<file path="config.mk">
export PLATFORM = sky130hd
export DESIGN_NAME = display_sequencer
export DESIGN_NICKNAME = d
export VERILOG_FILES = /design/src/rtl/display_sequencer.sv
export SDC_FILE = /design/constraint.sdc
export NUM_CORES = 1
export LEC_CHECK = 0
export CELL_PAD_IN_SITES_DETAIL_PLACEMENT = 0
export CELL_PAD_IN_SITES_GLOBAL_PLACEMENT = 1
export CORE_MARGIN = 3
export CORE_UTILIZATION = 47
export CTS_BUF_LIST = sky130_fd_sc_hd__clkbuf_4 sky130_fd_sc_hd__clkbuf_8
export CTS_CLUSTER_SIZE = 8
export DETAILED_ROUTE_END_ITERATION = 8
export PLACE_DENSITY = 0.92
export SLEW_MARGIN = 25
export SYNTH_ARGS = -nofsm -noshare
export SYNTH_HDL_FRONTEND = slang
export SYNTH_SLANG_ARGS = --single-unit
</file>
<file path="constraint.sdc">
create_clock -name clk -period 6.3 [get_ports clk]
set_input_delay 0.945 -clock clk [delete_from_list [all_inputs] [get_ports clk]]
set_output_delay 0.945 -clock clk [all_outputs]
set_load 0.02 [all_outputs]
</file>
<file path="src/rtl/display_sequencer.sv">
// -----------------------------------------------------------------------------
// display_sequencer
//
// VGA-style timing generator plus a small screen-selection sequencer.
//
// A clock divider produces a one-cycle pixel_tick every CLK_DIV system clocks.
// Horizontal and vertical counters advance on each pixel_tick. Sync pulses are
// registered from the same next-state counter values, so hsync and vsync never
// skew relative to each other or to the counters.
//
// A four-state FSM (IDLE, PEND, SHOW, LOCK) accepts screen requests through a
// valid/ready handshake. Screen changes only ever take effect on a frame_end
// edge (pixel_tick with H and V both at their last value), so the pixel-source
// mux never switches mid-frame. Hit/miss screens are held for HOLD_FRAMES
// frames and then revert to the board; the win screen locks until reset.
//
// Parameters
//   CLK_DIV      system clocks per pixel tick (>= 1)
//   HOLD_FRAMES  frames a hit or miss screen is shown (0 behaves as 1)
//   H_TOTAL      pixels per line, including blanking (default 800)
//   V_TOTAL      lines per frame, including blanking (default 525)
//   H_SYNC       pixels of active-low hsync at the start of a line (default 96)
//   V_SYNC       lines of active-low vsync at the start of a frame (default 2)
//
// Ports
//   clk              in   system clock, rising-edge active
//   rst_n            in   asynchronous active-low reset
//   req_valid        in   screen request valid
//   req_code[1:0]    in   00 board, 01 hit, 10 miss, 11 win
//   req_ready        out  request can be accepted (only in IDLE)
//   pixel_tick       out  one-clock pulse every CLK_DIV clocks
//   H_Counter_Value  out  horizontal pixel count, 0..H_TOTAL-1
//   V_Counter_Value  out  vertical line count, 0..V_TOTAL-1
//   hsync            out  active-low horizontal sync
//   vsync            out  active-low vertical sync
//   sel[1:0]         out  screen select for the pixel-source mux
//   busy             out  high whenever the FSM is not in IDLE
// -----------------------------------------------------------------------------
module display_sequencer #(
  parameter int unsigned CLK_DIV     = 4,
  parameter int unsigned HOLD_FRAMES = 120,
  parameter int unsigned H_TOTAL     = 800,
  parameter int unsigned V_TOTAL     = 525,
  parameter int unsigned H_SYNC      = 96,
  parameter int unsigned V_SYNC      = 2
) (
  input  logic        clk,
  input  logic        rst_n,
  input  logic        req_valid,
  input  logic [1:0]  req_code,
  output logic        req_ready,
  output logic        pixel_tick,
  output logic [15:0] H_Counter_Value,
  output logic [15:0] V_Counter_Value,
  output logic        hsync,
  output logic        vsync,
  output logic [1:0]  sel,
  output logic        busy
);

  // ---------------------------------------------------------------------------
  // Constants
  // ---------------------------------------------------------------------------
  localparam int unsigned DIV_W = (CLK_DIV > 32'd1) ? $clog2(CLK_DIV) : 1;

  localparam logic [DIV_W-1:0] DIV_LAST = DIV_W'(CLK_DIV - 32'd1);
  localparam logic [DIV_W-1:0] DIV_ONE  = DIV_W'(32'd1);
  localparam logic [DIV_W-1:0] DIV_ZERO = {DIV_W{1'b0}};

  localparam logic [15:0] H_LAST     = 16'(H_TOTAL - 32'd1);
  localparam logic [15:0] V_LAST     = 16'(V_TOTAL - 32'd1);
  localparam logic [15:0] H_SYNC_END = 16'(H_SYNC);
  localparam logic [15:0] V_SYNC_END = 16'(V_SYNC);

  // A hold of zero frames is treated as one so SHOW always lasts a full frame
  // and the counter can never start at zero and wrap.
  localparam logic [15:0] HOLD_LOAD =
    16'((HOLD_FRAMES == 32'd0) ? 32'd1 : HOLD_FRAMES);

  localparam logic [1:0] CODE_BOARD = 2'b00;
  localparam logic [1:0] CODE_WIN   = 2'b11;

  typedef enum logic [1:0] {
    ST_IDLE = 2'b00,
    ST_PEND = 2'b01,
    ST_SHOW = 2'b10,
    ST_LOCK = 2'b11
  } state_t;

  // ---------------------------------------------------------------------------
  // Timing generator state
  // ---------------------------------------------------------------------------
  logic [DIV_W-1:0] div_q, div_d;
  logic             tick_q, tick_d;
  logic [15:0]      h_q, h_d;
  logic [15:0]      v_q, v_d;
  logic             hsync_q, hsync_d;
  logic             vsync_q, vsync_d;
  logic             frame_end_s;

  // ---------------------------------------------------------------------------
  // Sequencer state
  // ---------------------------------------------------------------------------
  state_t      state_q, state_d;
  logic [1:0]  code_q, code_d;
  logic [1:0]  sel_q, sel_d;
  logic [15:0] frames_q, frames_d;
  logic        ready_q, ready_d;
  logic        busy_q, busy_d;
  logic        accept_s;

  // Next-state logic for divider, pixel counters and sync pulses.
  always_comb begin
    div_d = (div_q == DIV_LAST) ? DIV_ZERO : (div_q + DIV_ONE);
    // tick_q is the registered image of "divider == CLK_DIV-1".
    tick_d = (div_d == DIV_LAST);

    h_d = h_q;
    v_d = v_q;
    if (tick_q) begin
      if (h_q == H_LAST) begin
        h_d = 16'd0;
        if (v_q == V_LAST) begin
          v_d = 16'd0;
        end else begin
          v_d = v_q + 16'd1;
        end
      end else begin
        h_d = h_q + 16'd1;
        v_d = v_q;
      end
    end else begin
      h_d = h_q;
      v_d = v_q;
    end

    // Sync is derived from the next counter values so that after the clock
    // edge hsync/vsync describe exactly the H/V values being presented.
    hsync_d = (h_d >= H_SYNC_END);
    vsync_d = (v_d >= V_SYNC_END);
  end

  // Timing registers: free-running in every FSM state, cleared only by reset.
  always_ff @(posedge clk or negedge rst_n) begin
    if (!rst_n) begin
      div_q   <= DIV_ZERO;
      tick_q  <= 1'b0;
      h_q     <= 16'd0;
      v_q     <= 16'd0;
      hsync_q <= 1'b1;
      vsync_q <= 1'b1;
    end else begin
      div_q   <= div_d;
      tick_q  <= tick_d;
      h_q     <= h_d;
      v_q     <= v_d;
      hsync_q <= hsync_d;
      vsync_q <= vsync_d;
    end
  end

  // The last pixel tick of a frame; all screen changes happen on this edge.
  assign frame_end_s = tick_q && (h_q == H_LAST) && (v_q == V_LAST);

  // Handshake completes on the edge where both valid and ready are high.
  assign accept_s = req_valid && ready_q;

  // Sequencer next-state logic.
  always_comb begin
    state_d  = state_q;
    code_d   = code_q;
    sel_d    = sel_q;
    frames_d = frames_q;
    ready_d  = ready_q;

    case (state_q)
      ST_IDLE: begin
        sel_d    = CODE_BOARD;
        frames_d = 16'd0;
        // ready rises on the first edge after reset release.
        ready_d  = 1'b1;
        if (accept_s && (req_code != CODE_BOARD)) begin
          // Entering PEND from here means a frame_end on this same edge is
          // not used; the switch waits for the next frame boundary.
          state_d = ST_PEND;
          code_d  = req_code;
          ready_d = 1'b0;
        end else begin
          state_d = ST_IDLE;
        end
      end

      ST_PEND: begin
        ready_d = 1'b0;
        if (frame_end_s) begin
          sel_d    = code_q;
          frames_d = HOLD_LOAD;
          if (code_q == CODE_WIN) begin
            state_d = ST_LOCK;
          end else begin
            state_d = ST_SHOW;
          end
        end else begin
          state_d = ST_PEND;
        end
      end

      ST_SHOW: begin
        ready_d = 1'b0;
        if (frame_end_s) begin
          // "<= 1" rather than "== 1" keeps the counter from ever wrapping.
          if (frames_q <= 16'd1) begin
            state_d  = ST_IDLE;
            sel_d    = CODE_BOARD;
            frames_d = 16'd0;
            ready_d  = 1'b1;
          end else begin
            frames_d = frames_q - 16'd1;
          end
        end else begin
          state_d = ST_SHOW;
        end
      end

      ST_LOCK: begin
        state_d = ST_LOCK;
        sel_d   = CODE_WIN;
        ready_d = 1'b0;
      end

      default: begin
        state_d  = ST_IDLE;
        code_d   = CODE_BOARD;
        sel_d    = CODE_BOARD;
        frames_d = 16'd0;
        ready_d  = 1'b0;
      end
    endcase

    busy_d = (state_d != ST_IDLE);
  end

  // Sequencer registers, including the registered handshake/select outputs.
  always_ff @(posedge clk or negedge rst_n) begin
    if (!rst_n) begin
      state_q  <= ST_IDLE;
      code_q   <= CODE_BOARD;
      sel_q    <= CODE_BOARD;
      frames_q <= 16'd0;
      ready_q  <= 1'b0;
      busy_q   <= 1'b0;
    end else begin
      state_q  <= state_d;
      code_q   <= code_d;
      sel_q    <= sel_d;
      frames_q <= frames_d;
      ready_q  <= ready_d;
      busy_q   <= busy_d;
    end
  end

  // ---------------------------------------------------------------------------
  // Outputs (all driven directly from registers)
  // ---------------------------------------------------------------------------
  assign pixel_tick      = tick_q;
  assign H_Counter_Value = h_q;
  assign V_Counter_Value = v_q;
  assign hsync           = hsync_q;
  assign vsync           = vsync_q;
  assign sel             = sel_q;
  assign req_ready       = ready_q;
  assign busy            = busy_q;

endmodule

</file>
After elaboration in Yosys (flattened, before gate mapping) --
Index checks and enable logic that the tools add are counted.
Word-level totals: register bits after elaboration 61, input bits 5, output and inout port bits 39, word-level logic and storage cells 66
Cells by class: $add $sub $neg 4, order comparisons 3, eq/ne operators 11, mux-type cells 24, reduce and logical (&&, ||, !) cells 12
Operators by type and width (count):
- $mux W16 | 8
- $pmux W16 S3 | 1
- $add A16 B1 Y16 const B | 2
- $eq A16 B10 Y1 const B | 2
- $ge A16 B2 Y1 const B | 1
- $ge A16 B7 Y1 const B | 1
- $le A16 B1 Y1 const B | 1
- $pmux W2 S4 | 2
- $sub A16 B1 Y16 const B | 1
- $mux W2 | 7
- $eq A2 B2 Y1 const B | 5
- $ne A2 B2 Y1 const B | 3
- $reduce_and A3 Y1 | 2
- $mux W1 | 5
- $logic_and A1 B1 Y1 | 4
- $reduce_bool A2 Y1 | 2
- $pmux W1 S3 | 1
- $reduce_bool A3 Y1 | 1
- $add A2 B1 Y2 const B | 1
- $eq A2 B1 Y1 const B | 1
- $logic_not A2 Y1 | 1
- $reduce_and A2 Y1 | 1
- $reduce_or A2 Y1 | 1

Depth between registers and ports, before layout --
Gate-level depths: netlist of the first run.
depth after elaboration 6, gate-level depth with buffers 10, mapped depth without buffers 8

Worst setup path before layout of the first run --
No wires, ideal clock.
path type register to register, start register h_q[0], in the netlist H_Counter_Value[0], end register vsync_q, in the netlist vsync, library setup time 0.094 ns, arrival 3.135 ns, required time 6.206 ns, setup slack 3.071 ns, cell stages (with the launch flop) 8, path buffers 0, clock period less this slack 3.229 ns, cells stage by stage dfrtp_1 > ha_1 > or4b_4 > nor4b_1 > nand4_1 > xnor2_1 > or4_1 > or4_1
On the way: word-level cells in the longest chain between the ends 4
Ends and longest elaborated chain:
- start, declared | line 95 | logic [15:0] h_q, h_d;
- start signal, assigned | line 148 | h_q <= 16'd0;
- start signal, assigned | line 155 | h_q <= h_d;
- $eq A16 B10 Y1 | line 121 | if (h_q == H_LAST) begin
- $mux W16 | line 121
- $mux W16 | line 120 | if (tick_q) begin
- via v_d[10] | line 96 | logic [15:0] v_q, v_d;
- $ge A16 B2 Y1 | line 140 | vsync_d = (v_d >= V_SYNC_END);
- via vsync_d | line 98 | logic vsync_q, vsync_d;
- end signal, assigned | line 158 | vsync_q <= vsync_d;
- end, declared | line 98
The timed path passes the listed nets, and every way through them passes these cells. A chain may end at the register's enable or synchronous reset.

Worst setup path after layout of the first run --
start register h_q[0], in the netlist H_Counter_Value[0], end register frames_q[3]
On the way: word-level cells in the longest chain between the ends 5, elaborated cells on any way between the ends 6, those cells by class eq/ne (3); reduce/logical (3)
Ends and longest elaborated chain:
- $eq A16 B10 Y1 * | line 163 | assign frame_end_s = tick_q && (h_q == H_LAST) && (v_q == V_LAST);
- $logic_and A1 B1 Y1 * (2 in a row) | line 163
- $ne A2 B2 Y1 (no source line)
- $reduce_and A3 Y1 (no source line) *
- end signal, assigned | line 256 | frames_q <= frames_d;
- end, declared | line 107 | logic [15:0] frames_q, frames_d;
Every way passes the cells marked *; elsewhere a longest branch is shown, timed or not.

==> results of run 1 <==
## routing by layer
layer	global-route usage [%]	vias up	share of wire [%]
met5	0	-	0
met2	30.14	63	47
met1	25.08	1370	47
met4	8.546	0	2.2
li1	-	1381	-
met3	4.167	13	3.9
## placed cells by master (no fill, tap or decap), types with 4 or more instances in the layout
| cell type | n |
|---|---|
| nor4_1 | 8 |
| or2_2 | 7 |
| nor2_1 | 31 |
| o31ai_1 | 4 |
| a21oi_1 | 11 |
| clkdlybuf4s50_1 | 42 |
| xor2_1 | 6 |
| nand4_1 | 16 |
| xnor2_1 | 14 |
| or4_1 | 9 |
| mux2i_1 | 4 |
| nand2_1 | 30 |
| o21ai_0 | 30 |
| and3_1 | 6 |
| clkbuf_8 | 9 |
| and2_1 | 7 |
| inv_1 | 13 |
| nor3_1 | 9 |
| ha_1 | 12 |
| nand3_1 | 11 |
| mux2_2 | 6 |
| clkinv_2 | 6 |
| dfrtp_1 | 59 |
| a22o_1 | 4 |
## power groups by stage
stage	Combinational [mW]	Clock [mW]	Sequential, mW
after global routing	0.0122	0.325	0.391
after CTS	0.0111	0.307	0.392
final	0.0104	0.299	0.392
after detailed placement	0.0110	0	0.399
after global placement	0.0108	0	0.399
after floorplan	0.0000283	0	0.399
## state kept, by name, summed over array words and instances, names as in the netlist, 2 cells and up
name and cells:
H_Counter_Value 16, V_Counter_Value 16, frames_q 16, code_q 2, div_q 2, sel 2
state_q 2
## final cells by class
class | count | area [µm²] | share of cell area (%)
clock buffer | 10 | 131.4 | 3.261
clock inverter | 6 | 30.03 | 0.7453
inverter | 13 | 48.80 | 1.211
multi-input combinational | 267 | 1729 | 42.92
sequential | 61 | 1529 | 37.95
tap | 96 | 120.1 | 2.981
timing repair buffer | 45 | 440.4 | 10.93
## synthesized netlist by cell type, types with 2 or more instances
cell type	count	area, µm²
xor2_1	6	52.55
nand2_1	30	112.6
a21o_1	2	15.01
nand4_1	16	100.1
clkbuf_1	11	41.29
or4_1	9	67.56
o31ai_1	4	30.03
inv_1	13	48.80
a22o_1	4	35.03
a21oi_1	11	55.05
nor3_1	9	45.04
nand4b_1	2	17.52
dfstp_2	2	52.55
nor2_1	31	116.4
o41ai_1	3	26.28
nor4b_1	2	17.52
nor4_1	8	50.05
and4_1	3	26.28
o211ai_1	2	15.01
and2_1	7	43.79
nand4bb_1	2	22.52
mux2_2	6	67.56
dfrtp_1	59	1476
nand2b_1	3	18.77
o21ai_0	30	150.1
ha_1	12	150.1
xnor2_1	14	122.6
nand3_1	11	55.05
or3_1	2	12.51
or2_2	7	43.79
mux2i_1	4	40.04
nand3b_1	2	15.01
and3_1	6	37.54
nor3b_1	3	22.52
a21boi_0	2	15.01
## metrics by stage
stage / power, mW / std cells
final: 0.7012 / 498
after detailed placement: 0.4100 / 482
after CTS: 0.7093 / 498
after global routing: 0.7286 / 498
after floorplan: 0.3991 / 354
after global placement: 0.4097 / 482
## cell families after synthesis
kind of cell,count (synthesis)
adders and majority gates,12
DFF,61
AOI/OAI and AO/OA,66
muxes,10
xor gates and xnor gates,20
and+or+nand+nor,159
buffers and inverters,26
## worst max-delay path: cells and delay by family (launching register included)
family / cells / cell delay, ns
simple gates: 3 / 1.57
compound gates: 3 / 1.19
flops: 1 / 0.41
fa+ha+maj: 1 / 0.23
## how the worst max path moves through the flow
stage                     depth (start not counted)          end                from  slack, ns
after floorplan                                   7        vsync  H_Counter_Value[0]       3.07
after global placement                            7        vsync  H_Counter_Value[0]       2.80
after detailed placement                          7        vsync  H_Counter_Value[0]       2.74
after CTS                                         7        vsync  H_Counter_Value[0]       2.73
after global routing                              7  frames_q[6]  H_Counter_Value[0]       2.46
final                                             7  frames_q[3]  H_Counter_Value[0]       2.78
==> qor.yml, run 1 <==
rsz0062_at_grt: "no"
routedWlPerCell_um: 15.00
pin_count: 44
cts_sinks: 61
ys.warnings.count: 0
pwr_density_cell_nw_per_um2: 174.1
area_growth_pct: 19.97
worstPathArrival_ns: 3.75
syn_avg_cell_area_um2: 9.487
clk_pin_slew_ns: 0.07
syn_inst: 354
core_area_um2: 6869
synth_adder_area_share_pct: 4.471
combPwrFrac_pct: 1.5
placed_area_um2: 3861
n_antenna_cell: 0
synthXorXnorAreaFrac_pct: 5.216
clk_latency_ns: 0.35
drc: 0
rr_worst_depth: 7
place.gp.congestion: 0.8145
cpMaxStageDelayCell: "nor4_1"
initial_core_util_pct: 48.89
critPathKind: "flip-flop to flip-flop"
synth_compound_area_share_pct: 12.07
drt_iter0_drc: 116
fin_crit_sh_pct: 55.87
ctsResizeCount: 0
wl_mm: 7.470
end_kind: "flip-flop"
fin_skew_ns: 0.009717
synth.distinct_cells: 51
fin_crit_ns: 3.520
r2r_setup_slack_ns: 2.78
relSlewSlack_pct: 43.34
synth-edff-count: 0
grt.total_usage_pct: 19.07
hold_start: "div_q[0]"
setup_ws_ns: 2.780
synth_fp_nets: 371
critical_path_peak_fanout: 11
crit_required_ns: 6.53
ys_seq_area_share_pct: 45.53
r2r-start: "H_Counter_Value[0]"
hp-class: "flip-flop to flip-flop"
clockPowerShare_pct: 42.7
whs_ns: 0.4669
drive_above_1_share_pct: 9.453
cts_tree: "yes"
p_leak_nw: 1.819
firstDrtPassIters: 4
h-tree-depth: 3
n_fill_cell: 612
synthMuxAreaShare_pct: 3.204
p_seq_share_pct: 55.8
synth_top_family_by_area: "simple AND/OR/NAND/NOR gates"
die_height_um: 90.53
vias: 2827
ctsHoldBuffers: 0
antenna_found_initial: 0
synthArstFlopShare_pct: 100.0
vdd_drop_max_mv: 0.1257
grt_max_degree: 62
hold_viol: 0
status: "completed"
crit_path_start_kind: "flip-flop"
hold_depth: 1
via_per_inst: 5.677
grt_pass1_vias: 2611
cts_buffer_depth: 2
finalNetCount: 414
reg2reg_to: "frames_q[3]"
final_area_um2: 4029
slowest_delay_ns: 0.75
grt_pass1_wl_mm: 12.69
maxCapViolCount: 0
overflow: 0
finalSetupViolCount: 0
ys_ff_latch: 61
hpwl_mm: 5.241
slew_viol_final: 0
fmax_ghz: 0.2841
die_area_um2: 8196
hold_end: "div_q[0]"
setup-tns-final_ns: 0
rows: 30
internal_power_uw: 536.6
final_util_pct: 58.65
post_cts_buffers: 0
io_buffers: 43
cts_buffers: 9
ant_nets: 0
synth-simple-area-share_pct: 26.34
tightest_slew_ns: 0.8421
switching_share_pct: 23.48
worstPathCellList: "ha_1 > or4b_4 > nor4_1 > nand2_1 > a21oi_1 > o21ai_0 > a22o_1"
die_w_um: 90.53
syn_area_um2: 3358
root_buffer: "clkbuf_8"
dp_worst_setup_slack_ns: 2.744
p_sw_uw: 164.7
synth_ff_type: "dfrtp_1"
Note: power is estimated with default switching activity, not from simulation.
==> inputs of run 2 (changes only) <==
Settings changed: CORE_UTILIZATION 47 to 44, PLACE_DENSITY 0.92 to 0.87.
Clock period 6.3 ns to 3.4 ns, I/O delays scaled along.
==> run 2 against run 1 <==
Critical path depth stayed put. Combinational power is 87% higher. Core utilization is 2.9 points lower. First-iteration DRC count is 19% lower. Largest cell class unchanged. Clock power is 120% higher. Non-clock buffer count is 4 higher.
==> qor.yml, run 2 (synthesis results as in run 1) <==
status: "completed"  # unchanged
core_area_um2: 7331  # was 6869 µm²
place.gp.congestion: 0.8077  # was 0.8145
placed_area_um2: 3895  # was 3861 µm²
h-tree-depth: 3  # unchanged
final_util_pct: 55.79  # was 58.65%
firstDrtPassIters: 4  # unchanged
fin_skew_ns: 0.007425  # was 0.009717 ns
rsz0062_at_grt: "no"  # unchanged
pin_count: 44  # unchanged
cp-endpoint: "vsync"  # was frames_q[3]
cts_tree: "yes"  # unchanged
final_common_cell: "dfrtp_1"  # unchanged
post_cts_buffers: 0  # unchanged
ctsHoldBuffers: 0  # unchanged
via_per_inst: 5.547  # was 5.677
die_height_um: 93.37  # was 90.53 µm
rows: 31  # was 30
worstPathCellList: "ha_1 > or4b_4 > or4_4 > o2bb2ai_1 > a31o_1 > or4_1 > or4_1"  # was ha_1 > or4b_4 > nor4_1 > nand2_1 > a21oi_1 > o21ai_0 > a22o_1
relSlewSlack_pct: 63.65  # was 43.34%
routedWlPerCell_um: 14.96  # was 15.00 µm
tightest_slew_ns: 0.5452  # was 0.8421 ns
io_buffers: 43  # unchanged
final_cell_mix: "dfrtp_1, clkdlybuf4s50_1, nor2_1"  # unchanged
cts_buffers: 9  # unchanged
p_leak_nw: 1.854  # was 1.819 nW
crit_path_start_kind: "flip-flop"  # unchanged
worstPathArrival_ns: 3.41  # was 3.75 ns
setup-tns-final_ns: 0  # unchanged
slowest_delay_ns: 0.58  # was 0.75 ns
antenna_found_initial: 0  # unchanged
drive_above_1_share_pct: 10.10  # was 9.453%
die_area_um2: 8717  # was 8196 µm²
ctsResizeCount: 0  # unchanged
clk_pin_slew_ns: 0.07  # about the same
root_buffer: "clkbuf_8"  # unchanged
power_mw: 1.390  # was 701.2 µW
fin_crit_ns: 3.157  # was 3.520 ns
critPathKind: "flip-flop to flip-flop"  # unchanged
grt_pass1_wl_mm: 12.84  # was 12.69 mm
wl_mm: 7.554  # was 7.470 mm
hp-class: "input port to asynchronous set/reset pin"  # was flip-flop to flip-flop
clk_latency_ns: 0.34  # was 0.35 ns
slew_viol_final: 0  # unchanged
critical_path_peak_fanout: 7  # was 11
setup_ws_ns: 0.2430  # was 2.780 ns
hold_viol: 0  # unchanged
place_inst: 489  # was 482
whs_ns: 0.1315  # was 0.4669 ns
vdd_drop_max_mv: 0.1673  # was 0.1257 mV
worst_path_most_repeated_cell: "or4_1"
overflow: 0  # unchanged
rr_worst_depth: 7  # unchanged
fmax_ghz: 0.3168  # was 0.2841 GHz
drt_iter0_drc: 94  # was 116
n_antenna_cell: 0  # unchanged
r2r_setup_slack_ns: 0.24  # was 2.78 ns
finalSetupViolCount: 0  # unchanged
die_w_um: 93.37  # was 90.53 µm
maxCapViolCount: 0  # unchanged
reg2reg_to: "vsync"  # was frames_q[3]
crit_required_ns: 3.65  # was 6.53 ns
cts_sinks: 61  # unchanged
dp_worst_setup_slack_ns: 0.2603  # was 2.744 ns
area_growth_pct: 21.80  # was 19.97%
drc: 0  # unchanged
end_kind: "flip-flop"  # unchanged
r2r-start: "H_Counter_Value[0]"  # unchanged
grt_pass1_vias: 2758  # was 2611
finalNetCount: 418  # was 414
initial_core_util_pct: 45.81  # was 48.89%
pwr_density_cell_nw_per_um2: 339.8  # was 174.1 nW/µm²
grt_max_degree: 42  # was 62
hpwl_mm: 5.530  # was 5.241 mm
vias: 2801  # was 2827
cts_buffer_depth: 2  # unchanged
grt.total_usage_pct: 18.44  # was 19.07%
fin_crit_sh_pct: 92.85  # was 55.87%
fin_cells: 505  # was 498
ant_nets: 0  # unchanged
cp-startpoint: "H_Counter_Value[0]"  # unchanged
cpMaxStageDelayCell: "or4_4"  # was nor4_1
final_area_um2: 4090  # was 4029 µm²
run 2: metal layers:
layer / track usage [%] / wire (µm)
met3: 3.379 / 319
met2: 30.32 / 3655
met4: 7.448 / 136
met1: 23.97 / 3443
met5: 0 / 0
run 2: worst max-delay path: cells and delay by family, from the launching register on:
family          cells  cell delay (ns)
simple gates        4             2.05
compound gates      2             0.36
fa+ha+maj           1             0.24
flops               1             0.42
run 2: how the worst min path moves through the flow:
stage | end | from | slack (ns) | cells after the start
after detailed placement | div_q[0] | div_q[0] | 0.45 | 1
after global placement | div_q[0] | div_q[0] | 0.44 | 1
final | V_Counter_Value[11] | rst_n | 0.13 | 1
after CTS | V_Counter_Value[13] | rst_n | 0.14 | 1
after floorplan | H_Counter_Value[0] | rst_n | 0.21 | 0
after global routing | V_Counter_Value[11] | rst_n | 0.17 | 1
run 2: report_power, final:
group / switching (mW) / internal (mW) / leakage (nW)
combinational: 0.0152 / 0.00424 / 0.927
clock: 0.283 / 0.362 / 0.106
sequential: 0 / 0.726 / 0.820
run 2: final cells by class:
cell class	count	area [µm²]
Sequential cell	61	1529
Tap cell	99	123.9
Multi-Input combinational cell	267	1723
Clock buffer	11	145.1
Timing Repair Buffer	49	470.5
Fill cell	647	3241
Clock inverter	5	50.05
Inverter	13	48.80
==> inputs of run 3 (changes only) <==
Settings changed: REMOVE_ABC_BUFFERS from default to 1, SLEW_MARGIN 25 to default, TNS_END_PERCENT from default to 30.
==> run 3 against run 2 <==
Global-route usage hardly changed. First-iteration DRC count up 43%. Routed wire length is 0.82% lower. Power increased by 4.4%. Non-clock buffer count up 1. Cell area grew 0.64%. Setup slack worse by 0.021 ns. Critical path type unchanged. Critical endpoint unchanged.
==> qor.yml, run 3 (synthesis results as in run 1) <==
n_antenna_cell: 0  # unchanged
relSlewSlack_pct: 65.20  # was 63.65%
finalNetCount: 419  # was 418
clk_pin_slew_ns: 0.07  # about the same
die_height_um: 93.37  # unchanged
r2r-start: "H_Counter_Value[0]"  # unchanged
final_util_pct: 56.15  # was 55.79%
end_kind: "flip-flop"  # unchanged
final_area_um2: 4116  # was 4090 µm²
cp-startpoint: "H_Counter_Value[0]"  # unchanged
post_cts_buffers: 0  # unchanged
setup-tns-final_ns: 0  # unchanged
vdd_drop_max_mv: 0.2040  # was 0.1673 mV
initial_core_util_pct: 45.81  # unchanged
h-tree-depth: 3  # unchanged
die_area_um2: 8717  # unchanged
fin_skew_ns: 0.01011  # was 0.007425 ns
ctsHoldBuffers: 0  # unchanged
rsz0062_at_grt: "no"  # unchanged
ant_nets: 0  # unchanged
finalSetupViolCount: 0  # unchanged
root_buffer: "clkbuf_8"  # unchanged
grt.total_usage_pct: 18.43  # was 18.44%
drc: 0  # unchanged
overflow: 0  # unchanged
fmax_ghz: 0.3146  # was 0.3168 GHz
drt_iter0_drc: 134  # was 94
wl_mm: 7.492  # was 7.554 mm
pwr_density_cell_nw_per_um2: 352.7  # was 339.8 nW/µm²
worstPathArrival_ns: 3.43  # was 3.41 ns
cts_tree: "yes"  # unchanged
crit_required_ns: 3.65  # about the same
tightest_slew_ns: 0.5088  # was 0.5452 ns
fin_crit_sh_pct: 93.48  # was 92.85%
grt_pass1_vias: 2747  # was 2758
p_leak_nw: 1.867  # was 1.854 nW
power_mw: 1.452  # was 1.390 mW
register_area_um2: 1529  # unchanged
clk_latency_ns: 0.34  # about the same
firstDrtPassIters: 4  # unchanged
rows: 31  # unchanged
place.gp.congestion: 0.8144  # was 0.8077
hold_viol: 0  # unchanged
critPathKind: "flip-flop to flip-flop"  # unchanged
final_cell_mix: "dfrtp_1, clkdlybuf4s50_1, nor2_1"  # unchanged
cts_buffer_depth: 2  # unchanged
pin_count: 44  # unchanged
fin_crit_ns: 3.178  # was 3.157 ns
slew_viol_final: 0  # unchanged
io_buffers: 43  # unchanged
crit_path_start_kind: "flip-flop"  # unchanged
hp-class: "input port to asynchronous set/reset pin"  # unchanged
vias: 2827  # was 2801
grt_pass1_wl_mm: 12.88  # was 12.84 mm
n_fill_cell: 671  # was 647
drive_above_1_share_pct: 10.32  # was 10.10%
critical_path_peak_fanout: 7  # unchanged
multi_input_area_um2: 1723  # unchanged
grt_max_degree: 39  # was 42
die_w_um: 93.37  # unchanged
placed_area_um2: 3902  # was 3895 µm²
routedWlPerCell_um: 14.81  # was 14.96 µm
cts_sinks: 61  # unchanged
area_growth_pct: 22.58  # was 21.80%
status: "completed"  # unchanged
maxCapViolCount: 0  # unchanged
ctsResizeCount: 0  # unchanged
hpwl_mm: 5.479  # was 5.530 mm
antenna_found_initial: 0  # unchanged
via_per_inst: 5.587  # was 5.547
cts_buffers: 9  # unchanged
final_common_cell: "dfrtp_1"  # unchanged
core_area_um2: 7331  # unchanged
-- run 3: changes by cell type in the layout (fill, tap and decap cells not counted) --
cell,change
buf_4,+1
bufinv_16,+1
clkbuf_4,+1
clkbuf_8,-1
clkinv_2,-1
-- run 3: routing by layer --
layer  share of wire [%]  global-route usage, %
met1                  47                  24.69
met3                 4.4                  3.942
met2                  47                  29.66
met5                   0                      0
met4                 1.5                  6.105
-- run 3: critical path, cell delays in order (launching register included) --
cell       delay [ns]
dfrtp_1          0.42
ha_1             0.24
or4b_4           0.51
or4_4            0.59
o2bb2ai_1        0.15
a31o_1           0.21
or4_1            0.49
or4_1            0.48
-- run 3: report_power, final --
group / internal [mW] / total, mW / switching [mW]
registers: 0.726 / 0.726 / 0
logic: 0.00423 / 0.0195 / 0.0153
clock network: 0.425 / 0.706 / 0.281
-- run 3: layout make-up --
class / instances / area share, %
Multi-Input combinational cell: 267 / 41.85
Inverter: 13 / 1.185
Timing Repair Buffer: 50 / 11.61
Tap cell: 99 / 3.009
Clock buffer: 11 / 3.374
Clock inverter: 5 / 1.824
Sequential cell: 61 / 37.14
-- run 3: metrics by stage --
stage	hold slack (ns)	cells	setup WS, ns
floorplan	0.2144	341	0.1692
global placement	0.4371	490	0.3356
detailed placement	0.4517	490	0.2552
CTS	0.1557	506	0.2391
global route	0.1774	506	0.1439
finish	0.1420	506	0.2218
-- run 3: final timing paths --
path / slack (ns) / endpoint / depth (start not counted)
worst min-delay path: 0.14 / V_Counter_Value[11] / 1
worst min register to register: 0.46 / div_q[0] / 1
worst max register to register: 0.22 / vsync / 7
max in group asynchronous: 2.34 / vsync / 2
worst max-delay path: 0.22 / vsync / 7
min in group clk: 0.46 / div_q[0] / 1
